==> src/rtl/datapath_sequencer.sv <==
// Control sequencer for the shared 32-bit bus datapath.
// Each cycle it selects one bus source and raises the load enables of the
// registers that capture the bus. It fetches an instruction through a memory
// read handshake, then executes register-to-register operations decoded from IR.
//
// Memory handshake: mem_read is held high for every cycle spent in T1. A cycle
// with mem_read=1 and mem_ready=1 completes the read: MDR loads in that same
// cycle and the sequencer moves to T2. mem_ready has no effect in any other
// state. If TIMEOUT consecutive T1 cycles pass without mem_ready, fault is set
// and the sequencer parks in HALTED.
module datapath_sequencer #(
   parameter int unsigned TIMEOUT = 15
) (
   input  logic        clk,
   input  logic        clr,
   input  logic        run,
   input  logic [31:0] ir,
   input  logic        mem_ready,
   output logic [4:0]  bus_sel,
   output logic [15:0] reg_in,
   output logic        pc_in,
   output logic        ir_in,
   output logic        y_in,
   output logic        z_in,
   output logic        mar_in,
   output logic        mdr_in,
   output logic        hi_in,
   output logic        lo_in,
   output logic        inc_pc,
   output logic [2:0]  alu_op,
   output logic        mem_read,
   output logic        busy,
   output logic        halted,
   output logic        fault,
   output logic        illegal,
   output logic [3:0]  dbg_state
);

   typedef enum logic [3:0] {
      S_IDLE   = 4'd0,
      S_T0     = 4'd1,
      S_T1     = 4'd2,
      S_T2     = 4'd3,
      S_T3     = 4'd4,
      S_T4     = 4'd5,
      S_T5     = 4'd6,
      S_T6     = 4'd7,
      S_HALTED = 4'd8
   } state_t;

   localparam logic [4:0] SEL_PC   = 5'd16;
   localparam logic [4:0] SEL_HI   = 5'd17;
   localparam logic [4:0] SEL_LO   = 5'd18;
   localparam logic [4:0] SEL_ZHI  = 5'd19;
   localparam logic [4:0] SEL_ZLO  = 5'd20;
   localparam logic [4:0] SEL_MDR  = 5'd21;
   localparam logic [4:0] SEL_NONE = 5'd31;

   // Last counter value before the wait budget is exhausted.
   localparam logic [7:0] WAIT_LAST = 8'(TIMEOUT - 1);

   state_t     state, state_nxt;
   logic [7:0] wait_cnt, wait_cnt_nxt;
   logic       fault_set;

   logic [4:0] op;
   logic [3:0] ra, rb, rc;
   logic       unused_ir;

   assign op = ir[31:27];
   assign ra = ir[26:23];
   assign rb = ir[22:19];
   assign rc = ir[18:15];
   assign unused_ir = ^ir[14:0];

   assign dbg_state = state;

   // State, memory wait counter and sticky fault flag; clr clears all at once.
   always_ff @(posedge clk or negedge clr) begin
      if (!clr) begin
         state    <= S_IDLE;
         wait_cnt <= 8'd0;
         fault    <= 1'b0;
      end else begin
         state    <= state_nxt;
         wait_cnt <= wait_cnt_nxt;
         if (fault_set) fault <= 1'b1;
      end
   end

   // Next-state selection, wait counting and timeout detection.
   always_comb begin
      state_nxt    = state;
      wait_cnt_nxt = wait_cnt;
      fault_set    = 1'b0;
      case (state)
         S_IDLE: if (run) state_nxt = S_T0;
         S_T0:   state_nxt = S_T1;
         S_T1: begin
            if (mem_ready) begin
               state_nxt    = S_T2;
               wait_cnt_nxt = 8'd0;
            end else if (wait_cnt == WAIT_LAST) begin
               state_nxt    = S_HALTED;
               wait_cnt_nxt = 8'd0;
               fault_set    = 1'b1;
            end else begin
               wait_cnt_nxt = wait_cnt + 8'd1;
            end
         end
         S_T2: state_nxt = S_T3;
         S_T3: begin
            case (op)
               5'd0, 5'd1, 5'd2, 5'd3, 5'd4: state_nxt = S_T4;
               5'd31:                        state_nxt = S_HALTED;
               default:                      state_nxt = S_T0;
            endcase
         end
         S_T4:     state_nxt = S_T5;
         S_T5:     state_nxt = (op == 5'd4) ? S_T6 : S_T0;
         S_T6:     state_nxt = S_T0;
         S_HALTED: state_nxt = S_HALTED;
         default:  state_nxt = S_IDLE;
      endcase
   end

   // Moore control word: one bus source plus capture enables for each state.
   always_comb begin
      bus_sel  = SEL_NONE;
      reg_in   = 16'h0000;
      pc_in    = 1'b0;
      ir_in    = 1'b0;
      y_in     = 1'b0;
      z_in     = 1'b0;
      mar_in   = 1'b0;
      mdr_in   = 1'b0;
      hi_in    = 1'b0;
      lo_in    = 1'b0;
      inc_pc   = 1'b0;
      alu_op   = 3'd0;
      mem_read = 1'b0;
      illegal  = 1'b0;
      busy     = (state != S_IDLE) && (state != S_HALTED);
      halted   = (state == S_HALTED);
      case (state)
         S_T0: begin
            bus_sel = SEL_PC;
            mar_in  = 1'b1;
            inc_pc  = 1'b1;
            z_in    = 1'b1;
         end
         S_T1: begin
            // PC reloads from ZLO on every wait cycle; ZLO is stable, so harmless.
            bus_sel  = SEL_ZLO;
            pc_in    = 1'b1;
            mem_read = 1'b1;
            mdr_in   = mem_ready;
         end
         S_T2: begin
            bus_sel = SEL_MDR;
            ir_in   = 1'b1;
         end
         S_T3: begin
            case (op)
               5'd0, 5'd1, 5'd2, 5'd3, 5'd4: begin
                  bus_sel = {1'b0, rb};
                  y_in    = 1'b1;
               end
               5'd5: begin
                  bus_sel = SEL_HI;
                  reg_in  = 16'h0001 << ra;
               end
               5'd6: begin
                  bus_sel = SEL_LO;
                  reg_in  = 16'h0001 << ra;
               end
               5'd7, 5'd31: ;
               default: illegal = 1'b1;
            endcase
         end
         S_T4: begin
            bus_sel = {1'b0, rc};
            alu_op  = op[2:0];
            z_in    = 1'b1;
         end
         S_T5: begin
            bus_sel = SEL_ZLO;
            if (op == 5'd4) lo_in  = 1'b1;
            else            reg_in = 16'h0001 << ra;
         end
         S_T6: begin
            bus_sel = SEL_ZHI;
            hi_in   = 1'b1;
         end
         default: ;
      endcase
   end

endmodule

==> config.mk <==
export PLATFORM = sky130hd
export DESIGN_NAME = datapath_sequencer
export DESIGN_NICKNAME = d
export VERILOG_FILES = /design/src/rtl/datapath_sequencer.sv
export SDC_FILE = /design/constraint.sdc
export NUM_CORES = 1
export LEC_CHECK = 0
export CORE_MARGIN = 2
export CORE_UTILIZATION = 33
export CTS_CLUSTER_DIAMETER = 100
export CTS_CLUSTER_SIZE = 14
export DETAILED_ROUTE_END_ITERATION = 16
export HOLD_SLACK_MARGIN = 0.05
export PLACE_DENSITY_LB_ADDON = 0.2
export SYNTH_ARGS = -nofsm -noshare
export SYNTH_HDL_FRONTEND = slang
export SYNTH_SLANG_ARGS = --single-unit
export TNS_END_PERCENT = 5
==> constraint.sdc <==
create_clock -name clk -period 1.7 [get_ports clk]
set_input_delay 0.17 -clock clk [delete_from_list [all_inputs] [get_ports clk]]
set_output_delay 0.17 -clock clk [all_outputs]
set_load 0.03 [all_outputs]
==> impl_metrics.py <==
metrics = {
    "global_route": {
        "track_usage": 0.226,
        "grt-ovfl-total": 0,
        "antenna_found_initial": 0,
        "grt_max_degree": 14,
        "grt_pass1_vias": 1581,
        "grt_pass1_wl_um": 7420,
    },
    "timing": {
        "fin_setup_tns_ns": -8.51,
        "worst_pin_slew_ns": 0.594,
        "fmax_ghz": 0.457,
        "drv_slew": 0,
        "worst_slack_ns": -0.490,
        "rsz0062_at_grt": "true",
        "finalHoldViolations": 0,
        "fin_skew_ns": 0.00128,
        "max_slew_margin": 0.602,
        "finalCritPeriodShare": 1.29,
        "post-route-min-period_ns": 2.19,
        "setup_violations": 41,
    },
    "critical_path": {
        "cpLargestDelayFamily": "simple AND/OR/NAND/NOR gates",
        "crit_path_start_kind": "register",
        "r2r-end": "wait_cnt[2]$_DFFE_PN0P_",
        "path_buf_inv": 1,
        "cp_max_fo": 4,
        "reg2reg_from": "dbg_state[3]$_DFFE_PN0P_",
        "cp.arrival_ns": 2.02,
        "critPathSlowestCell": "or4b_4",
        "reg2reg_slack_ns": -0.19,
        "ff2ff_path_depth": 5,
        "path_class": "register to output port",
        "cp.required_ns": 1.53,
        "cp_cell_sequence": "and4bb_2 -> a41oi_4 -> or4b_4 -> nor3_4 -> buf_6",
        "max_stage_delay_ns": 0.57,
        "crit_path_end_kind": "output port",
    },
    "synth": {
        "dominantRegCellSynth": "dfrtp_1",
        "synth_nets": 191,
        "ys_warn_count": 0,
        "yosys.area.top_type": "dfrtp_1",
        "synth_top_area_share": 0.271,
        "synth_cell_type_count": 49,
        "synth-edff-count": 0,
        "async_reset_ff_frac": 1.00,
        "netlist_area_um2": 1200,
        "synth_area_leaders": "dfrtp_1 27%, nor2_1 4.4%, nand3_1 3.7%",
        "syn_avg_cell_area_um2": 7.86,
        "synthCells": 153,
        "ys_seq_area_frac": 0.271,
        "yosysMostFrequentCell": "nor2_1",
        "yosys_register_bits": 13,
        "netlist_top_cells_count": "14 x nor2_1, 13 x dfrtp_1, 12 x nand2_1",
    },
    "clock_network": {
        "clock_latency_ns": 0.27,
        "h-tree-depth": 1,
        "cts_tree": "yes",
        "cts.sinks": 13,
        "holdBufCountCts": 0,
        "clockRootBuffer": "clkbuf_4",
        "cts_max_path_buffers": 2,
        "path_clk_slew_ns": 0.08,
        "numCtsBuffers": 3,
    },
    "floorplanning": {
        "die_x_um": 64.4,
        "core_area_um2": 3420,
        "ios": 78,
        "die-height_um": 64.4,
        "start_util": 0.352,
        "rows": 21,
        "die_area_um2": 4140,
    },
    "drt": {
        "ant_nets": 0,
        "wl_per_cell_um": 15.5,
        "routed_wl_um": 4620,
        "first_pass_iters": 4,
        "drc_errors": 0,
        "vias_per_cell": 5.18,
        "drt_iter0_drc": 74,
        "via_count": 1548,
    },
    "placed_design": {
        "dp_hpwl_um": 3430,
        "place_worst_setup_slack_ns": -0.583,
        "finalWeightedCongestion": 0.815,
        "io_buffers": 62,
        "dp.cells": 294,
    },
    "worst_hold_path": {
        "hold_class": "input pin to async pin",
    },
    "status": {
        "status": "finished with violations",
        "violations": "setup timing",
    },
    "power_and_ir_drop": {
        "p_int_mw": 1.69,
        "powerDensity_nw_per_um2": 1400,
        "p_leak_nw": 1.08,
        "swShare": 0.500,
        "vdd_ir_drop_max_v": 0.00111,
        "p_sw_mw": 1.69,
        "pwr-share-comb": 0.787,
        "pwr-share-seq": 0.156,
        "power_frac_clock": 0.058,
    },
    "layout": {
        "drive_above_1_share": 0.490,
        "syn_to_final_growth_pct": 101,
        "antenna_cells": 0,
        "fin_cells": 299,
        "finalNetCount": 292,
        "fillerInstances": 251,
    },
    "run": {
        "max_cap_viol_count": 0,
    },
}
[worst reg2reg max path, stage by stage, from the launching register on]
cell,delay (ns)
dfrtp_1,0.43
buf_4,0.20
or4b_4,0.55
a211oi_4,0.35
nand2b_1,0.12
a31oi_1,0.17
[logic make-up (layout without fill, tap and decap cells)]
logic type	Yosys count	in the layout	share of synthesized area
and+or+nand+nor	85	85	0.411
AOI/OAI and AO/OA	36	36	0.211
buffers and inverters	14	114	0.0635
DFF	13	13	0.271
adders and majority gates	2	2	0.0208
xor gates and xnor gates	2	2	0.0146
muxes	1	1	0.00832
[state kept, by name, indices dropped and copies added (netlist names)]
| signal | flops |
|---|---|
| wait_cnt | 8 |
| dbg_state | 4 |
| fault | 1 |
[power by group through the flow]
| stage | registers [mW] | clock network [mW] | logic [mW] |
|---|---|---|---|
| finish | 0.527 | 0.195 | 2.66 |
| global route | 0.543 | 0.220 | 2.84 |
| CTS | 0.527 | 0.200 | 2.64 |
| detailed placement | 0.526 | 0 | 2.51 |
| global placement | 0.522 | 0 | 2.47 |
| floorplan | 0.612 | 0 | 1.38 |
[final cells by class]
cell class              instances  area [µm²]  area share
clock buffers                   4        26.3      0.0109
flip-flops and latches         13         328       0.136
inverters                       5        18.8     0.00778
multi-input cells             126        1040       0.431
repair buffers                105         943       0.391
well taps                      46        57.6      0.0238
[cell usage in the layout, fill, tap and decap left out, types with 2 or more instances in the layout]
| master | count |
|---|---|
| a21o_1 | 2 |
| a21oi_1 | 8 |
| a31oi_1 | 4 |
| and2_1 | 3 |
| and3_1 | 2 |
| and4_1 | 2 |
| and4b_1 | 2 |
| buf_4 | 56 |
| buf_6 | 21 |
| clkbuf_4 | 3 |
| clkdlybuf4s15_2 | 2 |
| clkdlybuf4s50_1 | 17 |
| dfrtp_1 | 11 |
| dfrtp_2 | 2 |
| dlygate4sd2_1 | 7 |
| ha_1 | 2 |
| inv_1 | 5 |
| nand2_1 | 12 |
| nand2b_1 | 6 |
| nand3_1 | 9 |
| nand3b_1 | 3 |
| nor2_1 | 7 |
| nor2_2 | 5 |
| nor2_4 | 2 |
| nor3_1 | 2 |
| nor3_2 | 3 |
| nor3_4 | 5 |
| nor4_4 | 7 |
| o21ai_0 | 5 |
| o21ai_1 | 4 |
| or4b_4 | 2 |
[metrics by stage]
step           instance area (µm²)  hold WS [ns]  total power, mW  utilization
2_1_floorplan                 1370        -0.126             1.99            -
3_3_place_gp                  2220         0.467             2.99        0.650
3_5_place_dp                  2220         0.477             3.04        0.650
4_1_cts                       2380         0.282             3.36        0.696
5_1_grt                       2410         0.306             3.60        0.707
6_report                      2410         0.266             3.38        0.707
[metal layers]
metal,share of wire,global-route usage,wire length [µm],up-vias
met5,0,0,0,-
met4,0.0082,0.0851,38,0
met3,0.034,0.0352,159,4
met2,0.55,0.388,2560,35
met1,0.40,0.282,1860,746
li1,-,-,-,763
[timing repair]
action                     in CTS  in global routing
pin swaps                       7                  4
setup endpoints to repair      45                 45
resized for setup              54                 10
setup buffers                   1                  0
[how the worst max path moves through the flow]
stage / from / to / slack (ns) / cells past startpoint
after floorplan: dbg_state[0]$_DFFE_PN0P_ / reg_in[1] / -0.37 / 6
after global placement: ir[29] / reg_in[4] / -0.51 / 7
after detailed placement: ir[29] / reg_in[10] / -0.58 / 8
after CTS: dbg_state[3]$_DFFE_PN0P_ / reg_in[4] / -0.48 / 5
after global routing: dbg_state[3]$_DFFE_PN0P_ / reg_in[4] / -0.57 / 5
final: dbg_state[0]$_DFFE_PN0P_ / reg_in[4] / -0.49 / 5
No activity file was read; power rests on OpenSTA's default activity.
